===== src/rtl/alu_pkg.sv =====
// Shared ALU definitions: datapath width, condition-flag bit positions and the
// buffered result entry layout.
package alu_pkg;

  localparam int unsigned ALU_WIDTH = 5;
  localparam int unsigned FLAG_W    = 4;

  localparam int unsigned FLAG_N = 3;
  localparam int unsigned FLAG_Z = 2;
  localparam int unsigned FLAG_C = 1;
  localparam int unsigned FLAG_V = 0;

  typedef struct packed {
    logic [ALU_WIDTH-1:0] result;
    logic [FLAG_W-1:0]    flags;
  } alu_entry_t;

endpackage


===== src/rtl/alu_flag_stage_if.sv =====
// Upstream (subtractor result) and downstream (writeback) handshake bundle of
// the ALU flag stage.
interface alu_flag_stage_if
  import alu_pkg::*;
#(
  parameter int unsigned WIDTH = ALU_WIDTH
);

  logic              in_valid;
  logic              in_ready;
  logic [WIDTH-1:0]  in_result;
  logic              in_borrow;
  logic              in_a_msb;
  logic              in_b_msb;

  logic              out_valid;
  logic              out_ready;
  logic [WIDTH-1:0]  out_result;
  logic [FLAG_W-1:0] out_flags;

  // Producer/consumer side (drives results in, accepts the head entry)
  modport master (
    output in_valid, in_result, in_borrow, in_a_msb, in_b_msb, out_ready,
    input  in_ready, out_valid, out_result, out_flags
  );

  // Stage side
  modport slave (
    input  in_valid, in_result, in_borrow, in_a_msb, in_b_msb, out_ready,
    output in_ready, out_valid, out_result, out_flags
  );

endinterface


===== src/rtl/alu_flag_calc.sv =====
// Combinational N/Z/C/V flag generation for a subtract result; shared with
// future arithmetic stages.
module alu_flag_calc
  import alu_pkg::*;
#(
  parameter int unsigned WIDTH = ALU_WIDTH
) (
  input  logic [WIDTH-1:0]  result,
  input  logic              borrow,
  input  logic              a_msb,
  input  logic              b_msb,
  output logic [FLAG_W-1:0] flags_c
);

  // Overflow: operands of opposite sign and result sign differs from a
  always_comb begin
    flags_c         = '0;
    flags_c[FLAG_N] = result[WIDTH-1];
    flags_c[FLAG_Z] = (result == '0);
    flags_c[FLAG_C] = borrow;
    flags_c[FLAG_V] = (a_msb ^ b_msb) & (a_msb ^ result[WIDTH-1]);
  end

endmodule


===== src/rtl/alu_flag_stage.sv =====
// Registered result/flag stage after the subtractor: computes flags at push
// time and buffers {result, flags} entries in a small FIFO.
module alu_flag_stage
  import alu_pkg::*;
#(
  parameter int unsigned WIDTH = ALU_WIDTH,
  parameter int unsigned DEPTH = 2
) (
  input  logic             clk,
  input  logic             rst_n,
  alu_flag_stage_if.slave  bus,
  input  logic             clr_sticky,
  output logic             sticky_v
);

  localparam int unsigned PTR_W = (DEPTH > 1) ? $clog2(DEPTH) : 1;
  localparam int unsigned CNT_W = $clog2(DEPTH + 1);

  alu_entry_t        mem_q [DEPTH];
  alu_entry_t        head_q, head_d;
  alu_entry_t        new_entry;
  logic [FLAG_W-1:0] new_flags_c;

  logic [PTR_W-1:0]  wr_ptr_q, wr_ptr_d;
  logic [PTR_W-1:0]  rd_ptr_q, rd_ptr_d;
  logic [CNT_W-1:0]  count_q, count_d;
  logic              in_ready_q, out_valid_q, sticky_q, sticky_d;
  logic              push, pop;

  alu_flag_calc #(
    .WIDTH (WIDTH)
  ) u_flag_calc (
    .result  (bus.in_result),
    .borrow  (bus.in_borrow),
    .a_msb   (bus.in_a_msb),
    .b_msb   (bus.in_b_msb),
    .flags_c (new_flags_c)
  );

  assign new_entry = '{result: ALU_WIDTH'(bus.in_result), flags: new_flags_c};

  // Next-state: pointers, occupancy, registered head entry and sticky overflow
  always_comb begin
    push     = bus.in_valid & in_ready_q;
    pop      = out_valid_q & bus.out_ready;
    wr_ptr_d = wr_ptr_q;
    rd_ptr_d = rd_ptr_q;
    count_d  = count_q;
    head_d   = '0;
    sticky_d = sticky_q;

    if (push) wr_ptr_d = wr_ptr_q + PTR_W'(1);
    if (pop)  rd_ptr_d = rd_ptr_q + PTR_W'(1);

    case ({push, pop})
      2'b10:   count_d = count_q + CNT_W'(1);
      2'b01:   count_d = count_q - CNT_W'(1);
      default: count_d = count_q;
    endcase

    // New head is the incoming entry when it lands in the slot being exposed
    if (count_d != '0) begin
      if (push && (rd_ptr_d == wr_ptr_q)) head_d = new_entry;
      else                                head_d = mem_q[rd_ptr_d];
    end

    if (pop && head_q.flags[FLAG_V]) sticky_d = 1'b1;
    else if (clr_sticky)             sticky_d = 1'b0;
  end

  // Control and output registers
  always_ff @(posedge clk or negedge rst_n) begin
    if (!rst_n) begin
      wr_ptr_q    <= '0;
      rd_ptr_q    <= '0;
      count_q     <= '0;
      in_ready_q  <= 1'b0;
      out_valid_q <= 1'b0;
      head_q      <= '0;
      sticky_q    <= 1'b0;
    end else begin
      wr_ptr_q    <= wr_ptr_d;
      rd_ptr_q    <= rd_ptr_d;
      count_q     <= count_d;
      in_ready_q  <= (count_d < CNT_W'(DEPTH));
      out_valid_q <= (count_d != '0);
      head_q      <= head_d;
      sticky_q    <= sticky_d;
    end
  end

  // Entry storage; contents are don't-care while not counted as occupied
  always_ff @(posedge clk) begin
    if (push) mem_q[wr_ptr_q] <= new_entry;
  end

  assign bus.in_ready   = in_ready_q;
  assign bus.out_valid  = out_valid_q;
  assign bus.out_result = WIDTH'(head_q.result);
  assign bus.out_flags  = head_q.flags;
  assign sticky_v       = sticky_q;

endmodule


===== src/flat_wrapper.sv =====
// flat-port wrapper written by rule: the top's interface ports become plain ports
module alu_flag_stage_flat import alu_pkg::*;
#(
  parameter int unsigned WIDTH = ALU_WIDTH,
  parameter int unsigned DEPTH = 2
)
  (clk, rst_n, clr_sticky, sticky_v, bus_in_valid, bus_in_result, bus_in_borrow, bus_in_a_msb, bus_in_b_msb, bus_out_ready, bus_in_ready, bus_out_valid, bus_out_result, bus_out_flags);
  alu_flag_stage_if #(.WIDTH(WIDTH)) bus_i ();
  input  logic clk;
  input  logic rst_n;
  input  logic clr_sticky;
  output logic sticky_v;
  input wire logic [$bits(bus_i.in_valid)-1:0] bus_in_valid;
  input wire logic [$bits(bus_i.in_result)-1:0] bus_in_result;
  input wire logic [$bits(bus_i.in_borrow)-1:0] bus_in_borrow;
  input wire logic [$bits(bus_i.in_a_msb)-1:0] bus_in_a_msb;
  input wire logic [$bits(bus_i.in_b_msb)-1:0] bus_in_b_msb;
  input wire logic [$bits(bus_i.out_ready)-1:0] bus_out_ready;
  output wire logic [$bits(bus_i.in_ready)-1:0] bus_in_ready;
  output wire logic [$bits(bus_i.out_valid)-1:0] bus_out_valid;
  output wire logic [$bits(bus_i.out_result)-1:0] bus_out_result;
  output wire logic [$bits(bus_i.out_flags)-1:0] bus_out_flags;
  assign bus_i.in_valid = bus_in_valid;
  assign bus_i.in_result = bus_in_result;
  assign bus_i.in_borrow = bus_in_borrow;
  assign bus_i.in_a_msb = bus_in_a_msb;
  assign bus_i.in_b_msb = bus_in_b_msb;
  assign bus_i.out_ready = bus_out_ready;
  assign bus_in_ready = bus_i.in_ready;
  assign bus_out_valid = bus_i.out_valid;
  assign bus_out_result = bus_i.out_result;
  assign bus_out_flags = bus_i.out_flags;
  alu_flag_stage #(.WIDTH(WIDTH), .DEPTH(DEPTH)) u_core (.clk(clk), .rst_n(rst_n), .bus(bus_i), .clr_sticky(clr_sticky), .sticky_v(sticky_v));
endmodule

===== config.mk =====
export PLATFORM = sky130hd
export DESIGN_NAME = alu_flag_stage_flat
export DESIGN_NICKNAME = d
export VERILOG_FILES = /design/src/rtl/alu_pkg.sv /design/src/rtl/alu_flag_stage_if.sv /design/src/rtl/alu_flag_calc.sv /design/src/rtl/alu_flag_stage.sv /design/src/flat_wrapper.sv
export SDC_FILE = /design/constraint.sdc
export NUM_CORES = 1
export LEC_CHECK = 0
export CORE_ASPECT_RATIO = 1.1
export CORE_UTILIZATION = 54
export DETAILED_ROUTE_END_ITERATION = 10
export PLACE_DENSITY_LB_ADDON = 0.08
export RECOVER_POWER = 50
export SYNTH_ARGS = -nofsm -noshare
export SYNTH_HDL_FRONTEND = slang
export SYNTH_SLANG_ARGS = --single-unit

===== constraint.sdc =====
create_clock -name clk -period 6.3 [get_ports clk]
set_clock_uncertainty 0.2 [all_clocks]
set_input_delay 1.26 -clock clk [delete_from_list [all_inputs] [get_ports clk]]
set_output_delay 1.26 -clock clk [all_outputs]
set_load 0.02 [all_outputs]

---- After elaboration in Yosys (flattened, before gate mapping) ----
Memories as Yosys holds them, arrays and structs flattened.
Cells that the tools add are included.
word-level totals
  input bits .............................. 13
  RAM bits ................................ 18
  output and inout bits ................... 12
  memories ................................ 1
  flip-flop bits (word level) ............. 16
  logic and storage cells ................. 35
memories
  memory        words  width  rd ports  clocked after memory_dff  wr ports  line                  RTL
  u_core.mem_q  2      9      1         0                         1         alu_flag_stage.sv:19  alu_entry_t mem_q [DEPTH];
cells by class
  order comparisons ....................... 1
  reductions and logical operators ........ 5
  bitwise operators ....................... 5
  mux-type cells .......................... 8
  equal/unequal tests ..................... 3
  add/sub/neg operators ................... 4
operator list
  kind                   number
  $mux W9                2
  $logic_not A5 Y1       1
  $mux W1                5
  $pmux W2 S2            1
  $reduce_bool A2 Y1     2
  $and A1 B1 Y1          3
  $add A1 B1 Y1 const B  2
  $add A2 B1 Y2 const B  1
  $eq A2 B1 Y1 const B   1
  $eq A2 B2 Y1 const B   1
  $logic_and A1 B1 Y1    2
  $lt A2 B2 Y1 const B   1
  $sub A2 B1 Y2 const B  1
  $xor A1 B1 Y1          2
  $eq A1 B1 Y1           1

---- Longest topological paths before layout ----
Gate-level depths: netlist of run 1.
  depth after elaboration ................. 6
  mapped depth ............................ 8
  gate-level depth less buffers ........... 6

---- Cells and area by module ----
From an unflattened synthesis of run 1, not the netlist that was laid out.
second synthesis, totals
  cell total of the unflattened synthesis .. 104
  area total of the unflattened synthesis .. 1435.1 um^2
by module, submodules not included
  module          seq. area each (um^2)  times used  cells each  area each (um^2)
  alu_flag_stage  940.9                  1           97          1392.6
  alu_flag_calc   0.0                    1           7           42.5

---- Worst setup path before layout of run 1 ----
Ideal clock, no wire load.
  path kind ............................... input to register
  start ................................... input bus_in_valid
  end ..................................... register u_core.head_q (netlist bit u_core.bus.out_flags[1])
  data required time ...................... 5.996 ns
  stages on the path ...................... 7
  arrival ................................. 2.590 ns
  setup time .............................. 0.104 ns
  slack ................................... 3.407 ns
  path buffers ............................ 2
  cell sequence ........................... nand2_1 -> clkbuf_1 -> ha_1 -> nor3b_1 -> a21o_1 -> clkbuf_1 -> a221oi_1
RTL lines
  element               line                  RTL
  start, declared       flat_wrapper.sv:13    input wire logic [$bits(bus_i.in_valid)-1:0] bus_in_valid;
  end signal, assigned  alu_flag_stage.sv:79  head_q <= '0;
  end signal, assigned  alu_flag_stage.sv:87  head_q <= head_d;
  end, declared         alu_flag_stage.sv:20  alu_entry_t head_q, head_d;

==> flow_summary.toml, run 1 <==
[floorplan]
start_util_pct = 57.8
std_cell_rows = 18
die_area_sq_mm = 0.00261
die_y_microns = 53.5
die_w_microns = 48.8
coreArea_sq_mm = 0.00225
io_pins = 25

[timing]
rsz0062_at_grt = "no"
timing.final.ws_setup_ns = 2.77
fin_crit_ns = 3.53
period_share_pct = 56.0
max_freq_ghz = 0.283
hold_viol_final = 0
relSlewSlack_pct = 19.8
finalHoldWorstSlack_ns = 0.315
slew_violations = 0
tightest_slew_ns = 1.20
setup_tns_ns = 0
setup_violations = 0

[power]
swShare_pct = 36.4
pwr-share-clk_pct = 18.2
powerDensity_mw_per_mm2 = 543
power_frac_comb_pct = 44.7
seqPwrFrac_pct = 37.1
leakage_nw = 0.644
intPower_mw = 0.559
power_switching_mw = 0.320
irDropWorstVdd_uv = 428

[place]
dp_slack_ns = 2.74
place_area_sq_mm = 0.00155
hpwl_mm = 1.61
gpl.final_weighted_congestion = 0.765
portBuffers = 24

[status]
status = "finished, final reports clean"

[logic_synthesis]
synth_top_area_cell = "edfxtp_1"
synth_area_per_cell_sq_um = 15.0
synth_top_family_by_area = "simple AND/OR/NAND/NOR gates"
synth_top_area_share_pct = 36.9
ys_seq_elements = 31
synth_cell_types = 25
syn_area_sq_mm = 0.00130
syn_inst = 87
synthTopCellsByArea = "edfxtp_1 37%, dfrtp_1 29%, mux2i_1 6.2%, a221oi_1 4.7%, xnor2_1 3.4%"
synthAdderAreaFrac_pct = 0.962
muxShareOfSynthArea_pct = 6.15
synth_compound_area_share_pct = 7.50
ys_seq_area_share_pct = 65.8
syn-num-nets = 101
synthFlopType = "edfxtp_1"
ys_warn_count = 0
synthArstFlopShare_pct = 48.4
synth-xor-area-share_pct = 7.98
synth_edf_count = 16
synthSimpleGateAreaFrac_pct = 8.46

[clock_tree]
clkLatencyLatePin_ns = 0.32
cts_setup_buffers = 0
clockBufferDepth = 2
clock-sinks = 31
cts-hold-fix-buffers = 0
cts-root-buf = "clkbuf_4"
cts_buffers = 5
cts.repair.resized = 0
htree_num_levels = 2
clk_pin_slew_ns = 0.09
cts_tree = "done"

[final_layout]
nNetsFinal = 128
syn2layout_area_growth_pct = 24.3
final_layout_size_suffix_gt1_share_pct = 11.3
final_area_sq_mm = 0.00162
layout_common_cells = "16 x clkdlybuf4s50_1, 16 x edfxtp_1, 15 x dfrtp_1, 11 x nor2_1"
multi_input_area_sq_um = 383
n_antenna_cell = 0
register_area_sq_um = 856
nFillCells = 172

[global_route]
grt_first_pass_wirelength_mm = 3.85
gr-usage-all-layers_pct = 21.8
grt-ovfl-total = 0
antenna_found_initial = 0
busiest_layer = "met2"
grt_max_degree = 16
grt_pass1_vias = 829
use_met3_pct = 8.62
grtUsageMet1_pct = 24.4
met2_usage_pct = 34.0

[drt]
wl_per_cell_microns = 16.1
viasPerCell = 5.41
drc = 0
postRouteAntennaNets = 0
drt_iter0_markers = 21
vias = 784
routed_wl_mm = 2.34
firstDrtPassIters = 4

[worst_hold_path]
min_to = "u_core.sticky_v$_DFFE_PN0P_"
whs_path_depth = 1
hp-start = "u_core.bus.out_flags[0]$_DFF_PN0_"
hp-class = "register to register"

[worst_setup_path]
end_kind = "register"
critPathKind = "primary input to register"
startpoint_type = "primary input"
worstPathMaxFanout = 9
timing.rr.end = "u_core.bus.out_flags[3]$_DFF_PN0_"
crit_required_ns = 6.30
r2r-start = "u_core.bus.out_valid$_DFF_PN0_"
rr_worst_depth = 4
arrival_ns = 3.53
r2r_slack_ns = 3.69

[job]
drv_cap = 0
-- layer usage --
metal | part of all wire, % | up-vias
li1 | - | 370
met1 | 42 | 376
met2 | 50 | 30
met3 | 5.3 | 8
met4 | 2.7 | 0
met5 | 0 | -
-- power groups by stage --
stage	clock [mW]	sequential (mW)	combinational (mW)
detailed placement	0	0.334	0.401
global route	0.171	0.334	0.422
finish	0.160	0.326	0.393
floorplan	0	0.370	0.233
global placement	0	0.329	0.389
CTS	0.163	0.330	0.405
-- area by class of cell --
| cell class | count | share of cell area, % |
|---|---|---|
| flip-flops and latches | 31 | 52.9 |
| clock buffers | 6 | 3.17 |
| inverters | 4 | 0.928 |
| repair buffers | 24 | 14.8 |
| clock inverters | 2 | 2.17 |
| multi-input cells | 48 | 23.7 |
| well taps | 30 | 2.32 |
-- worst max-delay path: stages --
cell             delay, ns
clkdlybuf4s50_1       0.39
and2_0                0.25
xnor2_1               0.98
mux2i_1               0.21
a221oi_1              0.44
-- flip-flops by register name, indices dropped and copies added (netlist names) --
signal / count
u_core.mem_q: 16
u_core.bus.out_flags: 4
u_core.bus.out_result: 4
u_core.count_q: 2
u_core.bus.in_ready: 1
u_core.bus.out_valid: 1
u_core.rd_ptr_q: 1
u_core.sticky_v: 1
u_core.wr_ptr_q: 1
-- per-stage QoR --
step | util [%] | power, mW | cells
2_1_floorplan | - | 0.603 | 87
3_3_place_gp | 68.9 | 0.718 | 137
3_5_place_dp | 68.9 | 0.735 | 137
4_1_cts | 72.8 | 0.897 | 145
5_1_grt | 71.8 | 0.927 | 145
6_report | 71.8 | 0.879 | 145
-- logic make-up (layout without fill, tap and decap cells) --
logic type / Yosys count / in the layout
xor+xnor: 8 / 8
simple gates: 20 / 20
compound gates: 11 / 11
fa+ha+maj: 1 / 1
mux: 8 / 8
flops: 31 / 31
buf+inv: 8 / 36
-- worst max-delay path by stage --
stage | startpoint | endpoint | slack [ns]
finish | bus_out_ready | u_core.bus.out_flags[3]$_DFF_PN0_ | 2.77
floorplan | bus_in_valid | u_core.bus.out_flags[1]$_DFF_PN0_ | 3.41
CTS | bus_in_valid | u_core.bus.out_flags[3]$_DFF_PN0_ | 3.09
detailed placement | bus_in_valid | u_core.bus.out_flags[3]$_DFF_PN0_ | 2.74
global placement | bus_in_valid | u_core.bus.out_result[0]$_DFF_PN0_ | 2.86
global route | bus_out_ready | u_core.bus.out_flags[3]$_DFF_PN0_ | 2.55
-- cell usage after synthesis (all sizes together) (2+ instances only) --
cell and number:
xnor2 7, nor3b 2, mux2i 8, buf 2, nor2 11, dfrtp 15
edfxtp 16, clkbuf 2, nand2 2, a221oi 7, inv 4
Note: power is estimated with default switching activity, not from simulation.
==> run 2: changes to the inputs <==
- CORE_UTILIZATION: 54 -> 45
- clock period: 6.3 -> 3 ns (I/O delays scaled with it)
==> run 2 against run 1 <==
  * First-iteration DRC count decreased by 9.5%
  * Combinational power is 120% higher
  * Sequential share of layout area shrank 1.1 points
  * Final cell count grew 4.1%
  * Sequential cell count is the same
  * Clock power increased by 98%
  * Register-to-register slack worse by 2.9 ns
  * Critical path type unchanged
==> flow_summary.toml, run 2 (same netlist as run 1, synthesis figures left out) <==
[timing]
timing.final.ws_setup_ns = 0.463
setup_violations = 0
rsz0062_at_grt = "no"
max_freq_ghz = 0.394
hold_viol_final = 0
setup_tns_ns = 0
fin_crit_ns = 2.54
tightest_slew_ns = 0.682
period_share_pct = 84.6
relSlewSlack_pct = 54.4
slew_violations = 0

[power]
power_switching_mw = 0.678
intPower_mw = 1.19
swShare_pct = 36.3
irDropWorstVdd_uv = 666
leakage_nw = 0.660
pwr-share-clk_pct = 16.9
seqPwrFrac_pct = 36.8
power_frac_comb_pct = 46.3
powerDensity_mw_per_mm2 = 1130

[worst_setup_path]
critPathKind = "primary input to register"
r2r_slack_ns = 0.82
cpPeakStageDelay_ns = 0.45
end_kind = "register"
rr_worst_depth = 5
path_delay_family = "compound AO/OA/AOI/OAI gates"
worstPathMaxFanout = 9
r2r-start = "u_core.bus.out_valid$_DFF_PN0_"
crit_required_ns = 3.02
arrival_ns = 2.55
slowest_stage = "clkdlybuf4s50_1"
critPathBufInv = 1
timing.rr.end = "u_core.bus.out_flags[3]$_DFF_PN0_"
startpoint_type = "primary input"
crit_cells = 6
worstPathCellList = "clkdlybuf4s50_1 -> and2_0 -> ha_1 -> nor3b_1 -> a21o_1 -> a221oi_1"

[clock_tree]
cts.repair.resized = 0
clk_pin_slew_ns = 0.10
clkLatencyLatePin_ns = 0.34
clockBufferDepth = 2
cts-hold-fix-buffers = 0
cts_buffers = 5
cts-root-buf = "clkbuf_4"
cts_setup_buffers = 0
cts_tree = "done"
clock-sinks = 31
htree_num_levels = 2

[floorplan]
die_area_sq_mm = 0.00311
start_util_pct = 47.3
std_cell_rows = 20
die_w_microns = 53.3
die_y_microns = 58.4
io_pins = 25
coreArea_sq_mm = 0.00275

[drt]
viasPerCell = 5.23
firstDrtPassIters = 4
wl_per_cell_microns = 15.1
vias = 789
drc = 0
routed_wl_mm = 2.29
postRouteAntennaNets = 0
drt_iter0_markers = 19

[global_route]
grt_pass1_vias = 763
grt_first_pass_wirelength_mm = 3.68
grt_max_degree = 16
grt-ovfl-total = 0
gr-usage-all-layers_pct = 18.6
antenna_found_initial = 0

[place]
dp_slack_ns = 0.326
hpwl_mm = 1.48
gpl.final_weighted_congestion = 0.796
portBuffers = 24

[status]
status = "finished, final reports clean"

[final_layout]
largest_reg_flops = 16
syn2layout_area_growth_pct = 27.0
n_antenna_cell = 0
multi_input_area_sq_um = 402
nNetsFinal = 131
register_area_sq_um = 856
nFillCells = 234
largest_register = "u_core.mem_q"
layout_common_cells = "16 x clkdlybuf4s50_1, 16 x edfxtp_1, 15 x dfrtp_1, 11 x nor2_1"
final_layout_size_suffix_gt1_share_pct = 13.6

[job]
drv_cap = 0

[worst_hold_path]
whs_path_depth = 1
hp-class = "register to register"
hp-start = "u_core.bus.out_flags[0]$_DFF_PN0_"
min_to = "u_core.sticky_v$_DFFE_PN0P_"
[run 2: metal layers]
| layer | GRT usage (%) | vias to the layer above | part of all wire, % |
|---|---|---|---|
| met5 | 0 | - | 0 |
| met4 | 16.2 | 0 | 2.7 |
| met3 | 4.65 | 5 | 5.2 |
| met2 | 26.8 | 24 | 49 |
| met1 | 22.8 | 382 | 43 |
| li1 | - | 378 | - |
[run 2: how the worst max path moves through the flow]
stage                        startpoint                                 to  slack [ns]
after global placement     bus_in_valid  u_core.bus.out_flags[3]$_DFF_PN0_        0.43
after floorplan            bus_in_valid  u_core.bus.out_flags[1]$_DFF_PN0_        0.77
after detailed placement   bus_in_valid  u_core.bus.out_flags[3]$_DFF_PN0_        0.33
after CTS                  bus_in_valid  u_core.bus.out_flags[3]$_DFF_PN0_        0.68
after global routing      bus_out_ready  u_core.bus.out_flags[3]$_DFF_PN0_        0.29
final                     bus_out_ready  u_core.bus.out_flags[3]$_DFF_PN0_        0.46
[run 2: area by class of cell]
class / count / share of cell area, %
Sequential cell: 31 / 51.8
Multi-Input combinational cell: 48 / 24.3
Timing Repair Buffer: 27 / 15.9
Tap cell: 33 / 2.50
Clock inverter: 3 / 2.35
Clock buffer: 5 / 2.27
Inverter: 4 / 0.908
[run 2: per-stage QoR]
stage / hold slack [ns] / instances / area, sq um / utilization, % / power (mW)
global route: 0.338 / 151 / 1650 / 60.0 / 1.97
CTS: 0.320 / 151 / 1660 / 60.1 / 1.89
detailed placement: 0.297 / 143 / 1580 / 57.4 / 1.57
floorplan: 0.104 / 87 / 1300 / - / 1.27
global placement: 0.284 / 143 / 1580 / 57.4 / 1.56
finish: 0.313 / 151 / 1650 / 60.0 / 1.87
[run 2: worst register-to-register path, stage by stage, from the launching register on]
cell and delay (ns):
dfrtp_1 0.35, and2_0 0.42, ha_1 0.37, nor3b_1 0.16, a21o_1 0.27, a221oi_1 0.30
[run 2: power groups by stage]
stage / Sequential, mW / Clock [mW] / Combinational (mW)
floorplan: 0.777 / 0 / 0.490
global placement: 0.695 / 0 / 0.863
detailed placement: 0.698 / 0 / 0.871
CTS: 0.689 / 0.323 / 0.880
global route: 0.704 / 0.338 / 0.930
finish: 0.687 / 0.317 / 0.864
==> edit (flow settings as in run 2) <==
Make the reset (`rst_n`) synchronous in one clocked block.
--- a/src/rtl/alu_flag_stage.sv
+++ b/src/rtl/alu_flag_stage.sv
@@ -70,5 +70,5 @@
 
   // Control and output registers
-  always_ff @(posedge clk or negedge rst_n) begin
+  always_ff @(posedge clk) begin
     if (!rst_n) begin
       wr_ptr_q    <= '0;
Function: differs if rst_n is asserted again (counterexample within 4 cycles, from zero or initial values and one cycle with rst_n low); with rst_n held inactive, the same outputs for 10 cycles.
==> edit against run 2 <==
- count of clock-buffer cells in the layout up 2
- synthesized cell count up 4.6%
- power down 30%
- cell area down 2.7%
- sequential power down 17%
- sequential cell count unchanged
- area after synthesis down 1.4%
- routed wire length up 4.1%
- setup slack better by 0.22 ns
- hold slack worse by 0.020 ns
==> edit: results (changes against run 2) <==
[clock_tree]
htreeDepth = 2  ; unchanged
cts_root_buf = clkbuf_4  ; unchanged
postCtsResizedCells = 0  ; unchanged
cts_buffers = 5  ; unchanged
cts_setup_buffers = 0  ; unchanged
clkTransAtPathRegs_ns = 0.08  ; was 0.10 ns

[finish]
antennaDiodeCount = 0  ; unchanged
n_fill_cell = 223  ; was 234
largest_reg_flops = 16  ; unchanged
nets = 137  ; was 131
drive_gt1_share_pct = 16.13  ; was 13.56%

[grt]
grt_pass1_wl_um = 4043  ; was 3684 um
grt_pass1_vias = 835  ; was 763
grt_antenna_before_repair = 0  ; unchanged
grtUsageTotal_pct = 19.81  ; was 18.59%
grt_max_degree = 12  ; was 16

[yosys]
ys_warn_count = 0  ; unchanged
syn_area_per_cell_um2 = 14.09  ; was 14.96 um2
synth_area_leaders = edfxtp_1, dfxtp_1, a211oi_2  ; was edfxtp_1, dfrtp_1, mux2i_1
synth_edf_count = 16  ; unchanged
synth_area_leader_cell = edfxtp_1  ; unchanged
synth_nets = 105  ; was 101
synth_cell_types = 27  ; was 25
yosysSeqAreaShare_pct = 60.88  ; was 65.77%
async_flop_share_pct = 0  ; was 48.39%
yosys-top-cells-count = edfxtp_1, dfxtp_1, a211oi_2, mux2i_1, nor3_1  ; was edfxtp_1, dfrtp_1, nor2_1

[power_and_ir_drop]
irDropWorstVdd_mv = 0.6296  ; was 0.6658 mV
power.leakage_nw = 0.5944  ; was 0.6602 nW

[place]
dpl.hpwl_um = 1607  ; was 1483 um
dpl_worst_slack_ns = 0.5021  ; was 0.3262 ns
dp_cells = 147  ; was 143
place_area_um2 = 1569  ; was 1579 um2
gp_congestion = 0.6915  ; was 0.7955
numPortBuffers = 24  ; unchanged

[worst_setup_path]
crit_arrival_ns = 2.08  ; was 2.55 ns
reg2reg_slack_ns = 1.15  ; was 0.82 ns
critPathMaxFanout = 11  ; was 9

[routing]
num_vias = 801  ; was 789
drt_iter0_drc = 12  ; was 19
viasPerCell = 5.168  ; was 5.225
wl_um = 2380  ; was 2286 um
drt_pass1_iterations = 4  ; unchanged

[sta]
setup_slack_ns = 0.6858  ; was 0.4626 ns
finalMaxSlewViolations = 0  ; unchanged
whs_ns = 0.2934  ; was 0.3135 ns
tightest_slew_ns = 0.5325  ; was 0.6817 ns

[hold_path]
hp-class = flip-flop to flip-flop  ; unchanged

[run_status]
run_status = completed  ; unchanged

==> edit: worst paths after layout <==
path                                      startpoint                  endpoint  depth (start not counted)
worst max-delay path                    bus_in_valid        u_core.mem_q[0][0]                          5
worst min-delay path                 u_core.sticky_v           u_core.sticky_v                          2
worst max register to register  u_core.bus.out_valid  u_core.bus.out_result[3]                          5
worst min register to register       u_core.sticky_v           u_core.sticky_v                          2
==> edit: layout make-up <==
type | count | area, um2 | share of cell area (%)
repair buffers | 29 | 266.5 | 16.58
clock inverters | 1 | 5.005 | 0.3113
flip-flops and latches | 31 | 780.7 | 48.56
well taps | 31 | 38.79 | 2.412
clock buffers | 7 | 45.04 | 2.802
inverters | 2 | 7.507 | 0.4669
multi-input cells | 54 | 464.2 | 28.87
==> edit: report_power, final <==
group / switching [mW] / leakage [nW] / total, mW / internal (mW)
logic: 0.260 / 0.294 / 0.499 / 0.238
registers: 0.0438 / 0.271 / 0.570 / 0.526
clock network: 0.141 / 0.0293 / 0.232 / 0.0912
==> edit: cell families after synthesis <==
family	share of synthesized area (%)
flops	60.88
xor+xnor	8.098
fa+ha+maj	0.9755
mux	6.244
simple gates	10.73
buf+inv	2.927
compound gates	10.15
==> edit: per-layer routing <==
metal	vias up	wire length (um)	GRT usage, %
li1	393	-	-
met1	379	968	21.96
met2	23	1229	31.10
met3	6	121	8.924
met4	0	61	11.28
met5	-	0	0
==> edit: worst max-delay path, stage by stage <==
cell and delay (ns):
dlygate4sd3_1 0.55, nand2_1 0.08, clkbuf_1 0.26, nor2_1 0.16, clkbuf_1 0.43
